[src/rtl/apb_cmd_master_if.sv]
`default_nettype none
// ============================================================================
// Module   : apb_cmd_master_if
// Brief    : Command/response stream plus APB bus bundle for apb_cmd_master.
// Revision : 1.0 - initial release
// ============================================================================
interface apb_cmd_master_if #(
  parameter int APB_ADDR_WIDTH = 32,
  parameter int APB_DATA_WIDTH = 32
);
  // core-side command channel
  logic                      req_valid_i;
  logic                      req_ready_o;
  logic [APB_ADDR_WIDTH-1:0] req_addr_i;
  logic                      req_we_i;
  logic [APB_DATA_WIDTH-1:0] req_wdata_i;

  // core-side response channel
  logic                      rsp_valid_o;
  logic                      rsp_ready_i;
  logic [APB_DATA_WIDTH-1:0] rsp_rdata_o;
  logic                      rsp_err_o;

  // APB initiator side
  logic [APB_ADDR_WIDTH-1:0] paddr_o;
  logic [APB_DATA_WIDTH-1:0] pwdata_o;
  logic                      pwrite_o;
  logic                      psel_o;
  logic                      penable_o;
  logic [APB_DATA_WIDTH-1:0] prdata_i;
  logic                      pready_i;
  logic                      pslverr_i;

  modport master (
    input  req_valid_i, req_addr_i, req_we_i, req_wdata_i, rsp_ready_i,
    input  prdata_i, pready_i, pslverr_i,
    output req_ready_o, rsp_valid_o, rsp_rdata_o, rsp_err_o,
    output paddr_o, pwdata_o, pwrite_o, psel_o, penable_o
  );

  modport slave (
    output req_valid_i, req_addr_i, req_we_i, req_wdata_i, rsp_ready_i,
    output prdata_i, pready_i, pslverr_i,
    input  req_ready_o, rsp_valid_o, rsp_rdata_o, rsp_err_o,
    input  paddr_o, pwdata_o, pwrite_o, psel_o, penable_o
  );
endinterface
`default_nettype wire

[src/rtl/apb_cmd_master.sv]
`default_nettype none
// ============================================================================
// Module   : apb_cmd_master
// Brief    : Single-outstanding APB initiator driven by a valid/ready command
//            stream; returns read data / error on a valid/ready response.
//            Optional ACCESS wait-state timeout: define APB_MASTER_TIMEOUT_EN.
// Revision : 1.0 - initial release
// ============================================================================
module apb_cmd_master #(
  parameter int APB_ADDR_WIDTH = 32,
  parameter int APB_DATA_WIDTH = 32,
  parameter int TIMEOUT_CYCLES = 255
) (
  input  logic             clk_i,
  input  logic             rst_i,
  apb_cmd_master_if.master bus
);

  if (TIMEOUT_CYCLES < 1) begin : g_timeout_cycles_check
    $error("apb_cmd_master: TIMEOUT_CYCLES must be >= 1");
  end

  typedef enum logic [1:0] {
    S_IDLE   = 2'd0,
    S_SETUP  = 2'd1,
    S_ACCESS = 2'd2,
    S_RESP   = 2'd3
  } state_t;

  state_t                    r_state;
  logic                      r_psel;
  logic                      r_penable;
  logic                      r_pwrite;
  logic [APB_ADDR_WIDTH-1:0] r_paddr;
  logic [APB_DATA_WIDTH-1:0] r_pwdata;
  logic                      r_rsp_valid;
  logic                      r_rsp_err;
  logic [APB_DATA_WIDTH-1:0] r_rsp_rdata;
  logic                      w_timeout;

`ifdef APB_MASTER_TIMEOUT_EN
  localparam int                 C_CNT_W   = $clog2(TIMEOUT_CYCLES + 1);
  localparam logic [C_CNT_W-1:0] C_TIMEOUT = C_CNT_W'(TIMEOUT_CYCLES);

  logic [C_CNT_W-1:0] r_wait_cnt;
  logic [C_CNT_W-1:0] w_wait_cnt_inc;

  // Abort on the wait cycle that would bring the count up to the limit.
  assign w_wait_cnt_inc = r_wait_cnt + 1'b1;
  assign w_timeout      = (w_wait_cnt_inc == C_TIMEOUT);
`else
  assign w_timeout      = 1'b0;
`endif

  always_ff @(posedge clk_i) begin
    if (rst_i) begin
      r_state     <= S_IDLE;
      r_psel      <= 1'b0;
      r_penable   <= 1'b0;
      r_pwrite    <= 1'b0;
      r_paddr     <= '0;
      r_pwdata    <= '0;
      r_rsp_valid <= 1'b0;
      r_rsp_err   <= 1'b0;
      r_rsp_rdata <= '0;
`ifdef APB_MASTER_TIMEOUT_EN
      r_wait_cnt  <= '0;
`endif
    end else begin
      case (r_state)
        S_IDLE: begin
          if (bus.req_valid_i) begin
            r_paddr  <= bus.req_addr_i;
            r_pwrite <= bus.req_we_i;
            r_pwdata <= bus.req_wdata_i;
            r_psel   <= 1'b1;
            r_state  <= S_SETUP;
          end
        end

        S_SETUP: begin
          r_penable  <= 1'b1;
          r_state    <= S_ACCESS;
`ifdef APB_MASTER_TIMEOUT_EN
          r_wait_cnt <= '0;
`endif
        end

        S_ACCESS: begin
          // pready takes priority over a timeout reached in the same cycle
          if (bus.pready_i) begin
            r_rsp_rdata <= r_pwrite ? '0 : bus.prdata_i;
            r_rsp_err   <= bus.pslverr_i;
            r_psel      <= 1'b0;
            r_penable   <= 1'b0;
            r_rsp_valid <= 1'b1;
            r_state     <= S_RESP;
          end else if (w_timeout) begin
            r_rsp_rdata <= '0;
            r_rsp_err   <= 1'b1;
            r_psel      <= 1'b0;
            r_penable   <= 1'b0;
            r_rsp_valid <= 1'b1;
            r_state     <= S_RESP;
          end else begin
`ifdef APB_MASTER_TIMEOUT_EN
            r_wait_cnt  <= w_wait_cnt_inc;
`endif
          end
        end

        S_RESP: begin
          if (bus.rsp_ready_i) begin
            r_rsp_valid <= 1'b0;
            r_state     <= S_IDLE;
          end
        end

        default: begin
          r_state <= S_IDLE;
        end
      endcase
    end
  end

  // Ready depends on state only, so the response handshake cycle never accepts.
  assign bus.req_ready_o = (r_state == S_IDLE);
  assign bus.rsp_valid_o = r_rsp_valid;
  assign bus.rsp_rdata_o = r_rsp_rdata;
  assign bus.rsp_err_o   = r_rsp_err;
  assign bus.paddr_o     = r_paddr;
  assign bus.pwdata_o    = r_pwdata;
  assign bus.pwrite_o    = r_pwrite;
  assign bus.psel_o      = r_psel;
  assign bus.penable_o   = r_penable;

endmodule
`default_nettype wire

[src/flat_wrapper.sv]
// flat-port wrapper written by rule: the top's interface ports become plain ports
module apb_cmd_master_flat 
#(
  parameter int APB_ADDR_WIDTH = 32,
  parameter int APB_DATA_WIDTH = 32,
  parameter int TIMEOUT_CYCLES = 255
)
  (clk_i, rst_i, bus_req_valid_i, bus_req_addr_i, bus_req_we_i, bus_req_wdata_i, bus_rsp_ready_i, bus_prdata_i, bus_pready_i, bus_pslverr_i, bus_req_ready_o, bus_rsp_valid_o, bus_rsp_rdata_o, bus_rsp_err_o, bus_paddr_o, bus_pwdata_o, bus_pwrite_o, bus_psel_o, bus_penable_o);
  apb_cmd_master_if #(.APB_ADDR_WIDTH(APB_ADDR_WIDTH), .APB_DATA_WIDTH(APB_DATA_WIDTH)) bus_i ();
  input  logic clk_i;
  input  logic rst_i;
  input wire logic [$bits(bus_i.req_valid_i)-1:0] bus_req_valid_i;
  input wire logic [$bits(bus_i.req_addr_i)-1:0] bus_req_addr_i;
  input wire logic [$bits(bus_i.req_we_i)-1:0] bus_req_we_i;
  input wire logic [$bits(bus_i.req_wdata_i)-1:0] bus_req_wdata_i;
  input wire logic [$bits(bus_i.rsp_ready_i)-1:0] bus_rsp_ready_i;
  input wire logic [$bits(bus_i.prdata_i)-1:0] bus_prdata_i;
  input wire logic [$bits(bus_i.pready_i)-1:0] bus_pready_i;
  input wire logic [$bits(bus_i.pslverr_i)-1:0] bus_pslverr_i;
  output wire logic [$bits(bus_i.req_ready_o)-1:0] bus_req_ready_o;
  output wire logic [$bits(bus_i.rsp_valid_o)-1:0] bus_rsp_valid_o;
  output wire logic [$bits(bus_i.rsp_rdata_o)-1:0] bus_rsp_rdata_o;
  output wire logic [$bits(bus_i.rsp_err_o)-1:0] bus_rsp_err_o;
  output wire logic [$bits(bus_i.paddr_o)-1:0] bus_paddr_o;
  output wire logic [$bits(bus_i.pwdata_o)-1:0] bus_pwdata_o;
  output wire logic [$bits(bus_i.pwrite_o)-1:0] bus_pwrite_o;
  output wire logic [$bits(bus_i.psel_o)-1:0] bus_psel_o;
  output wire logic [$bits(bus_i.penable_o)-1:0] bus_penable_o;
  assign bus_i.req_valid_i = bus_req_valid_i;
  assign bus_i.req_addr_i = bus_req_addr_i;
  assign bus_i.req_we_i = bus_req_we_i;
  assign bus_i.req_wdata_i = bus_req_wdata_i;
  assign bus_i.rsp_ready_i = bus_rsp_ready_i;
  assign bus_i.prdata_i = bus_prdata_i;
  assign bus_i.pready_i = bus_pready_i;
  assign bus_i.pslverr_i = bus_pslverr_i;
  assign bus_req_ready_o = bus_i.req_ready_o;
  assign bus_rsp_valid_o = bus_i.rsp_valid_o;
  assign bus_rsp_rdata_o = bus_i.rsp_rdata_o;
  assign bus_rsp_err_o = bus_i.rsp_err_o;
  assign bus_paddr_o = bus_i.paddr_o;
  assign bus_pwdata_o = bus_i.pwdata_o;
  assign bus_pwrite_o = bus_i.pwrite_o;
  assign bus_psel_o = bus_i.psel_o;
  assign bus_penable_o = bus_i.penable_o;
  apb_cmd_master #(.APB_ADDR_WIDTH(APB_ADDR_WIDTH), .APB_DATA_WIDTH(APB_DATA_WIDTH), .TIMEOUT_CYCLES(TIMEOUT_CYCLES)) u_core (.clk_i(clk_i), .rst_i(rst_i), .bus(bus_i));
endmodule
[config.mk]
export PLATFORM = sky130hd
export DESIGN_NAME = apb_cmd_master_flat
export DESIGN_NICKNAME = d
export VERILOG_FILES = /design/src/rtl/apb_cmd_master_if.sv /design/src/rtl/apb_cmd_master.sv /design/src/flat_wrapper.sv
export SDC_FILE = /design/constraint.sdc
export NUM_CORES = 1
export LEC_CHECK = 0
export BUFFER_PORTS_ARGS = -buffer_cell sky130_fd_sc_hd__buf_2
export CAP_MARGIN = 0
export CORE_ASPECT_RATIO = 1.5
export CORE_MARGIN = 2
export CORE_UTILIZATION = 35
export DETAILED_ROUTE_END_ITERATION = 7
export HOLD_SLACK_MARGIN = 0.15
export PLACE_DENSITY = 0.69
export SYNTH_ARGS = -nofsm -noshare
export SYNTH_HDL_FRONTEND = slang
export SYNTH_SLANG_ARGS = --single-unit
export TNS_END_PERCENT = 50
[constraint.sdc]
create_clock -name clk_i -period 2.11 [get_ports clk_i]
set_clock_uncertainty 0.15 [all_clocks]
set_input_delay 0.211 -clock clk_i [delete_from_list [all_inputs] [get_ports clk_i]]
set_output_delay 0.211 -clock clk_i [all_outputs]
set_load 0.05 [all_outputs]
# Word-level counts from Yosys, hierarchy flattened
# Index checks and enable logic that the tools add are counted.
# totals
regBits,103
in_bits,103
# op_classes
n_reduce_logical,10
muxes,12
eq_ne,6
# ops
op,n
$mux 32,1
$reduce_and 3->1,3
$pmux 2 s4,1
$mux 2,3
$ne 2x2->1 const B,3
$pmux 1 s2,3
$reduce_and 2->1,3
$reduce_bool 2->1,3
$eq 2x2->1 const B,2
$mux 1,4
$eq 2x1->1 const B,1
$logic_not 2->1,1

# Longest topological paths before layout
# Gate-level depths: netlist of run 1.
# logic_depth
word_depth,3
depth_mapped,7
ltp_nobuf,5

# Worst setup path before layout of run 1
# No wires, ideal clock.
# synth_path
path_kind,register -> register
start,register u_core.r_state[0]
end,register u_core.r_psel (netlist: u_core.bus.psel_o)
synth_period_minus_slack_ns,1.805
path_buffers,0
setup_time_ns,0.117
required_ns,1.843
arrival_time_ns,1.537
path_slack_ns,0.305
stages_incl_launch_ff,5
cell_sequence,dfxtp_1 -> inv_1 -> ha_1 -> mux2_2 -> a32o_1
# synth_between
elab_chain_len,3
elab_cells_between_ends,7
# synth_rtl
item,line_no,rtl
"start, declared",apb_cmd_master.sv:30,state_t r_state;
"start signal, assigned",apb_cmd_master.sv:57,r_state <= S_IDLE;
"start signal, assigned",apb_cmd_master.sv:77,r_state <= S_SETUP;
"start signal, assigned",apb_cmd_master.sv:83,r_state <= S_ACCESS;
$logic_not 2->1 (*),n/a,
via bus_req_ready_o,flat_wrapper.sv:20,output wire logic [$bits(bus_i.req_ready_o)-1:0] bus_req_ready_o;
$ne 2x2->1 (no source line) or $reduce_bool 2->1 (tied branches),n/a,
$reduce_and 3->1 (no source line),n/a,
"end signal, assigned",apb_cmd_master.sv:58,r_psel <= 1'b0;
"end signal, assigned",apb_cmd_master.sv:76,r_psel <= 1'b1;
"end signal, assigned",apb_cmd_master.sv:94,r_psel <= 1'b0;
"end, declared",apb_cmd_master.sv:31,logic r_psel;
# Mark *: on every way through the listed nets, which the timed path passes. The rest lies on a longest branch.
# A chain may end at the register's enable or synchronous reset.

# Worst setup path in the final report of run 1
# layout_path
start,register u_core.r_state[0]
end,register u_core.r_rsp_rdata[31] (netlist: u_core.bus.rsp_rdata_o[31])
# layout_between
elab_chain_len,2
# layout_rtl
item,line_no,rtl
$eq 2x2->1,apb_cmd_master.sv:70,case (r_state)
$reduce_and 2->1 (no source line),n/a,
"end signal, assigned",apb_cmd_master.sv:92,r_rsp_rdata <= r_pwrite ? '0 : bus.prdata_i;
"end, declared",apb_cmd_master.sv:38,logic [APB_DATA_WIDTH-1:0] r_rsp_rdata;
# No other way between the ends.

==> results of run 1 <==
[metrics by stage]
stage          util (%)  hold WS (ns)  power (W)  area, um^2  instances
6_report          57.65        0.1703   0.007191        6306        909
3_5_place_dp      45.69        0.2902   0.005418        4997        793
2_1_floorplan         -        0.1970   0.004696        3871        470
3_3_place_gp      45.69        0.2839   0.005343        4997        793
5_1_grt           57.65        0.1774   0.007551        6306        909
4_1_cts           57.65        0.1583   0.007234        6306        909
[worst max-delay path by stage]
| stage | start | to | slack [ns] | cells past startpoint |
|---|---|---|---|---|
| 2_1_floorplan | u_core.r_state[0]$_SDFFE_PP0P_ | u_core.bus.psel_o$_SDFFE_PP0P_ | 0.31 | 4 |
| 3_3_place_gp | u_core.r_state[0]$_SDFFE_PP0P_ | u_core.bus.rsp_err_o$_SDFFE_PP0P_ | 0.42 | 7 |
| 3_5_place_dp | u_core.r_state[0]$_SDFFE_PP0P_ | u_core.bus.rsp_err_o$_SDFFE_PP0P_ | 0.38 | 7 |
| 4_1_cts | u_core.bus.pwrite_o$_SDFFE_PP0P_ | bus_pwrite_o | 0.36 | 1 |
| 5_1_grt | u_core.r_state[0]$_SDFFE_PP0P_ | u_core.bus.rsp_rdata_o[31]$_SDFFE_PP0P_ | 0.20 | 7 |
| 6_report | u_core.r_state[0]$_SDFFE_PP0P_ | u_core.bus.rsp_rdata_o[31]$_SDFFE_PP0P_ | 0.31 | 7 |
[registers in the layout, indices dropped and copies added, names as in the netlist]
name                    flops
u_core.bus.paddr_o         32
u_core.bus.penable_o        1
u_core.bus.psel_o           1
u_core.bus.pwdata_o        32
u_core.bus.pwrite_o         1
u_core.bus.rsp_err_o        1
u_core.bus.rsp_rdata_o     32
u_core.bus.rsp_valid_o      1
u_core.r_state              2
[power by group through the flow]
stage / Combinational [W] / Sequential [W] / Clock (W)
floorplan: 0.00109 / 0.00361 / 0
global placement: 0.00284 / 0.00250 / 0
detailed placement: 0.00290 / 0.00252 / 0
CTS: 0.00305 / 0.00248 / 0.00171
global route: 0.00326 / 0.00252 / 0.00177
finish: 0.00306 / 0.00248 / 0.00165
[routing by layer]
metal | share of wire (%) | vias up | wire length, um | global-route usage, %
li1 | - | 2135 | - | -
met1 | 39 | 2010 | 4868 | 21.79
met2 | 52 | 191 | 6559 | 37.63
met3 | 6.3 | 31 | 791 | 5.296
met4 | 2.5 | 0 | 307 | 7.863
met5 | 0 | - | 0 | 0
[critical path: cells and delay by family (launching register included)]
family          cells  cell delay, ns
buf+inv             3            0.62
compound gates      1            0.18
flops               1            0.36
fa+ha+maj           1            0.24
simple gates        2            0.18
[logic make-up after synthesis]
family	synth area share [%]
compound gates	13.74
mux	0.8403
buf+inv	4.945
fa+ha+maj	1.939
simple gates	25.27
flops	53.26
[final cells by class]
type | count | area (um^2)
clock buffer | 11 | 242.7
clock inverter | 4 | 55.05
fill | 931 | 4632
inverter | 3 | 11.26
multi-input combinational | 325 | 1622
sequential | 103 | 2062
tap | 147 | 183.9
timing repair buffer | 316 | 2130
[placed cells by master (no fill, tap or decap)]
cell / count
inv_1: 3
nor2_1: 3
buf_12: 1
nor2b_1: 3
a32o_1: 1
a211oi_1: 1
nand2_2: 1
ha_1: 6
dfxtp_1: 103
nand4b_1: 32
clkbuf_8: 1
dlygate4sd3_1: 101
a32oi_1: 1
nand3_1: 1
buf_2: 203
nand2_1: 169
o21bai_1: 1
clkinvlp_4: 1
or2_1: 1
bufinv_16: 1
clkinv_4: 1
inv_6: 1
and2_2: 1
clkbuf_16: 9
or4_1: 1
clkbuf_1: 1
buf_4: 11
nor3_1: 1
mux2_2: 2
a21oi_1: 98
mux2i_1: 1
o31ai_1: 1
==> flow_summary_export.csv, run 1 <==
group,metric,value,unit
clock_tree,holdBufCountCts,101,
floorplanning,io_pins,205,
placement,dp_slack,0.3808,ns
drt,avgRoutedWirePerCell,13.78,um
clock_tree,tritoncts,"built",
pwr,share_clk_of_total_power,23.0,%
worst_setup_path,setup.worst_path.class,"reg2reg",
drt,num_vias,4367,
synthesis,synth_top_cell_area_share,53.26,%
synthesis,post-synth-top-area-cell,"dfxtp_1",
clock_tree,cts.root.buffer_cell,"clkbuf_16",
pwr,power_report.internal_total,0.004106,W
pwr,sw_frac_of_total,42.89,%
synthesis,synthArstFlopShare,0,%
synthesis,post_synth_main_area_contributors,"dfxtp_1, nand2_1, a21oi_1, nand4b_1, buf_2",
grt,first_pass_grt_wire_length,20220,um
synthesis,netlist_area,3871,um^2
placement,place_hpwl,7562,um
synthesis,synth-edff-count,0,
floorplanning,die_w,89.87,um
floorplanning,floorplan.die_area,11940,um^2
worst_setup_path,r2r_setup_slack,0.31,ns
worst_setup_path,crit_path_max_incr_delay,0.36,ns
pwr,sequentialPowerShare,34.6,%
worst_hold_path,worst_hold_path_stage_count,3,
flow_run,max-cap-violations,0,
timing,min_period_over_period,85.45,%
synthesis,synthCells,470,
drt,vias_per_cell,4.804,
grt,number_of_global_route_vias_before_repair,4379,
synthesis,synth.ff_latch_count,103,
drt,routed_wl,12530,um
floorplanning,fp.coreArea,10940,um^2
synthesis,ys_types,24,
synthesis,number_of_nets_produced_by_synthesis,579,
timing,report.final.setup_viol,0,
clock_tree,clock_sinks,103,
final_layout,final_layout_size_suffix_gt1_share,30.58,%
pwr,power_dens_cells,1140,nW/um^2
drt,antenna_left,0,
pwr,p_switching,0.003084,W
final_layout,syn_to_final_growth,62.90,%
grt,groute.usage.overall,20.24,%
clock_tree,post_cts.resized_instances,0,
timing,final_hold_viol_count,0,
final_layout,fin_nets,867,
worst_setup_path,crit_required,2.21,ns
placement,finalWeightedCongestion,0.7577,
clock_tree,cts_max_path_buffers,2,
pwr,irDropWorstVdd,0.5062,mV
synthesis,yosys.cell_count.top_type,"nand2_1",
grt,number_of_antenna_violations_at_the_first_check_in_global_routing,0,
clock_tree,postCtsSetupBuffers,0,
worst_setup_path,crit_path_end_kind,"flop",
timing,slew_violations,0,
worst_setup_path,critPathMaxFanout,33,
drt,number_of_design_rule_violations_left_after_detail_routing,0,
worst_setup_path,r2r_end,"u_core.bus.rsp_rdata_o[31]$_SDFFE_PP0P_",
timing,rsz0062_at_grt,"no",
grt,grt_start_max_net_pins,66,
pwr,power.leakage,2.847,nW
worst_setup_path,r2r-start,"u_core.r_state[0]$_SDFFE_PP0P_",
worst_setup_path,worstSetupStartpointType,"flop",
timing,timing.final.ws_setup,0.3070,ns
run_status,status,"finished, final reports clean",
drt,drt_pre_antenna_iters,4,
clock_tree,clk_pin_slew,0.06,ns
worst_setup_path,worst-r2r-cell-count,7,
floorplanning,die_height,132.8,um
clock_tree,insertion_delay,0.33,ns
worst_hold_path,timing.hold.worst_endpoint,"u_core.bus.psel_o$_SDFFE_PP0P_",
clock_tree,number_of_buffers_created_by_cts,9,
placement,port-buffer-count,204,
timing,setup_total_negative_slack,0,ns
worst_setup_path,cp_data_arrival_time,1.90,ns
floorplanning,row_count,47,
synthesis,synthesis.area_per_instance,8.237,um^2
floorplanning,initial_core_util,35.39,%
clock_tree,h-tree-depth,3,
worst_setup_path,critical_path.cell_chain,"inv_1 -> ha_1 -> buf_4 -> nand2_1 -> buf_4 -> nand2_1 -> a21oi_1",
grt,grt_remaining_overflow,0,
timing,timing.final.crit_period,1.803,ns
worst_hold_path,hold_path_startpoint,"bus_req_valid_i",
worst_setup_path,worst_path_max_delay_cell,"dfxtp_1",
synthesis,post_synth_most_frequent_cells,"nand2_1, dfxtp_1, a21oi_1",
synthesis,synthesis.yosys.warnings,0,
timing,timing.fmax,554.6,MHz
final_layout,antenna_cells,0,
worst_hold_path,worst_hold_path_type,"in2reg",
synthesis,ys_dominant_reg_cell,"dfxtp_1",
pwr,comb_power_share,42.5,%
synthesis,synth.yosys.seq_area_share,53.26,%
timing,max_slew.worst_pin.slew,0.5334,ns
timing,slew_headroom,64.39,%
drt,number_of_drc_markers_in_iteration_0,154,
Power figures use the tool's default switching activity.
==> inputs of run 2 (changes only) <==
- CORE_UTILIZATION: 35 -> 45
- PLACE_DENSITY: 0.69 -> 0.82
- REMOVE_ABC_BUFFERS: unset -> 1
==> run 2 against run 1 <==
  * Via count increased by 3.7%
  * Hold slack improved by 0.0096 ns
  * Critical endpoint is now u_core.bus.rsp_valid_o$_SDFFE_PP0P_
  * Sequential power about the same
  * Flip-flop and latch count unchanged
  * Total power increased by 0.12%
  * Largest power group unchanged
  * Die area decreased by 21%
  * Global-route usage increased by 7.4 points
  * Sequential share of layout area increased by 0.28 points
  * First-iteration DRC count increased by 51%
  * Non-clock buffer count decreased by 1
  * Register-to-register slack got worse by 0.03 ns
  * Final cell count decreased by 4.5%
==> flow_summary_export.csv, run 2 (synthesis results as in run 1) <==
group,metric,value,unit
run_status,status,"finished, final reports clean",
grt,number_of_global_route_vias_before_repair,4420,
worst_setup_path,critical_path.cell_chain,"dlygate4sd3_1 -> buf_2 -> or2_1 -> a32oi_1 -> dlygate4sd3_1 -> nor2_1",
timing,slew_violations,0,
timing,hold_ws,0.1799,ns
grt,grt_remaining_overflow,0,
worst_setup_path,worstSetupStartpointType,"input port",
clock_tree,clock_sinks,103,
grt,number_of_antenna_violations_at_the_first_check_in_global_routing,0,
timing,timing.fmax,538.4,MHz
clock_tree,cts_max_path_buffers,2,
floorplanning,floorplan.die_area,9376,um^2
grt,grt_start_max_net_pins,54,
worst_setup_path,critical_path.n_buffers_inverters,3,
placement,port-buffer-count,204,
pwr,comb_power_share,42.5,%
pwr,share_clk_of_total_power,23.0,%
clock_tree,h-tree-depth,3,
placement,placedCellCount,751,
floorplanning,fp.coreArea,8362,um^2
worst_setup_path,critPathMaxFanout,7,
floorplanning,die_height,117.6,um
drt,vias_per_cell,5.218,
final_layout,layout.cells.most_common_list,"buf_2, nand2_1, dfxtp_1",
timing,final_hold_viol_count,0,
pwr,power_dens_cells,1151,nW/um^2
pwr,power.leakage,2.842,nW
worst_setup_path,critical-path-top-delay-family,"buffers and inverters",
grt,first_pass_grt_wire_length,20600,um
timing,max_slew.worst_pin.slew,0.5358,ns
drt,avgRoutedWirePerCell,15.45,um
drt,number_of_design_rule_violations_left_after_detail_routing,0,
floorplanning,initial_core_util,46.30,%
placement,place_hpwl,7491,um
pwr,p_switching,0.003085,W
worst_hold_path,worst_hold_path_type,"in2reg",
floorplanning,io_pins,205,
floorplanning,die_w,79.73,um
clock_tree,clk_pin_slew,0.07,ns
clock_tree,insertion_delay,0.33,ns
worst_setup_path,crit_required,2.17,ns
worst_setup_path,cp_data_arrival_time,1.92,ns
flow_run,max-cap-violations,0,
worst_setup_path,crit_path_end_kind,"flop",
drt,number_of_drc_markers_in_iteration_0,232,
drt,num_vias,4529,
timing,min_period_over_period,88.03,%
drt,antenna_left,0,
clock_tree,number_of_buffers_created_by_cts,9,
pwr,irDropWorstVdd,0.6666,mV
pwr,sequentialPowerShare,34.5,%
clock_tree,postCtsSetupBuffers,0,
final_layout,layout_commonest_cell,"buf_2",
final_layout,antenna_cells,0,
placement,finalWeightedCongestion,0.7580,
worst_setup_path,crit_path_max_incr_delay,0.57,ns
worst_setup_path,setup.worst_path.class,"in2reg",
pwr,power_report.internal_total,0.004114,W
worst_setup_path,critical-path-top-cell-by-count,"dlygate4sd3_1",
timing,timing.final.crit_period,1.857,ns
clock_tree,cts.root.buffer_cell,"clkbuf_16",
drt,routed_wl,13410,um
drt,drt_pre_antenna_iters,5,
timing,report.final.setup_viol,0,
timing,rsz0062_at_grt,"no",
clock_tree,tritoncts,"built",
final_layout,syn_to_final_growth,61.51,%
timing,slew_headroom,64.28,%
final_layout,fin_nets,866,
worst_setup_path,worst_path_max_delay_cell,"dlygate4sd3_1",
final_layout,fin_cells,868,
floorplanning,row_count,41,
pwr,sw_frac_of_total,42.85,%
final_layout,final_layout_size_suffix_gt1_share,30.35,%
final_layout,post-route-util,74.77,%
grt,groute.usage.overall,27.65,%
## run 2: worst paths after layout
path	from	endpoint	slack, ns	cells past startpoint
max	bus_pready_i	u_core.bus.rsp_valid_o$_SDFFE_PP0P_	0.25	6
min	rst_i	u_core.bus.rsp_valid_o$_SDFFE_PP0P_	0.18	2
max reg2reg	u_core.r_state[0]$_SDFFE_PP0P_	u_core.bus.rsp_valid_o$_SDFFE_PP0P_	0.28	5
min reg2reg	u_core.bus.rsp_rdata_o[16]$_SDFFE_PP0P_	u_core.bus.rsp_rdata_o[16]$_SDFFE_PP0P_	0.30	2
## run 2: area by class of cell
type,count,area (um^2)
Multi-Input combinational cell,325,1622
Tap cell,107,133.9
Clock buffer,12,256.5
Clock inverter,3,42.54
Sequential cell,103,2062
Inverter,3,11.26
Fill cell,543,2110
Timing Repair Buffer,315,2125
## run 2: worst reg2reg max path, stage by stage, from the launching register on
cell	delay, ns
dfxtp_1	0.37
inv_1	0.12
ha_1	0.29
a32oi_1	0.18
dlygate4sd3_1	0.57
nor2_1	0.04
## run 2: timing repair
item,in CTS,in global routing
gates resized for setup,0,0
endpoints found under the hold margin,101,0
hold buffers,102,0
setup endpoints to repair,0,0
## run 2: power groups by stage
stage	sequential, W	combinational, W	clock [W]
final	0.00249	0.00306	0.00165
after global routing	0.00252	0.00325	0.00177
after CTS	0.00247	0.00302	0.00168
after detailed placement	0.00251	0.00286	0
after global placement	0.00249	0.00280	0
after floorplan	0.00362	0.000932	0
## run 2: stage by stage
| stage | setup TNS [ns] | power (W) | instance area, um^2 | setup slack (ns) |
|---|---|---|---|---|
| 2_1_floorplan | -15.84 | 0.004553 | 3691 | -0.2826 |
| 3_3_place_gp | 0 | 0.005289 | 4932 | 0.4381 |
| 3_5_place_dp | 0 | 0.005371 | 4932 | 0.3812 |
| 4_1_cts | 0 | 0.007170 | 6252 | 0.2623 |
| 5_1_grt | 0 | 0.007534 | 6252 | 0.1575 |
| 6_report | 0 | 0.007199 | 6252 | 0.2526 |
## run 2: metal layers
metal	share of wire [%]	track usage, %	up-vias
met5	0	0	-
met4	5.0	15.47	0
met3	8.8	8.052	61
met2	51	48.79	256
met1	35	28.40	2076
li1	-	-	2136
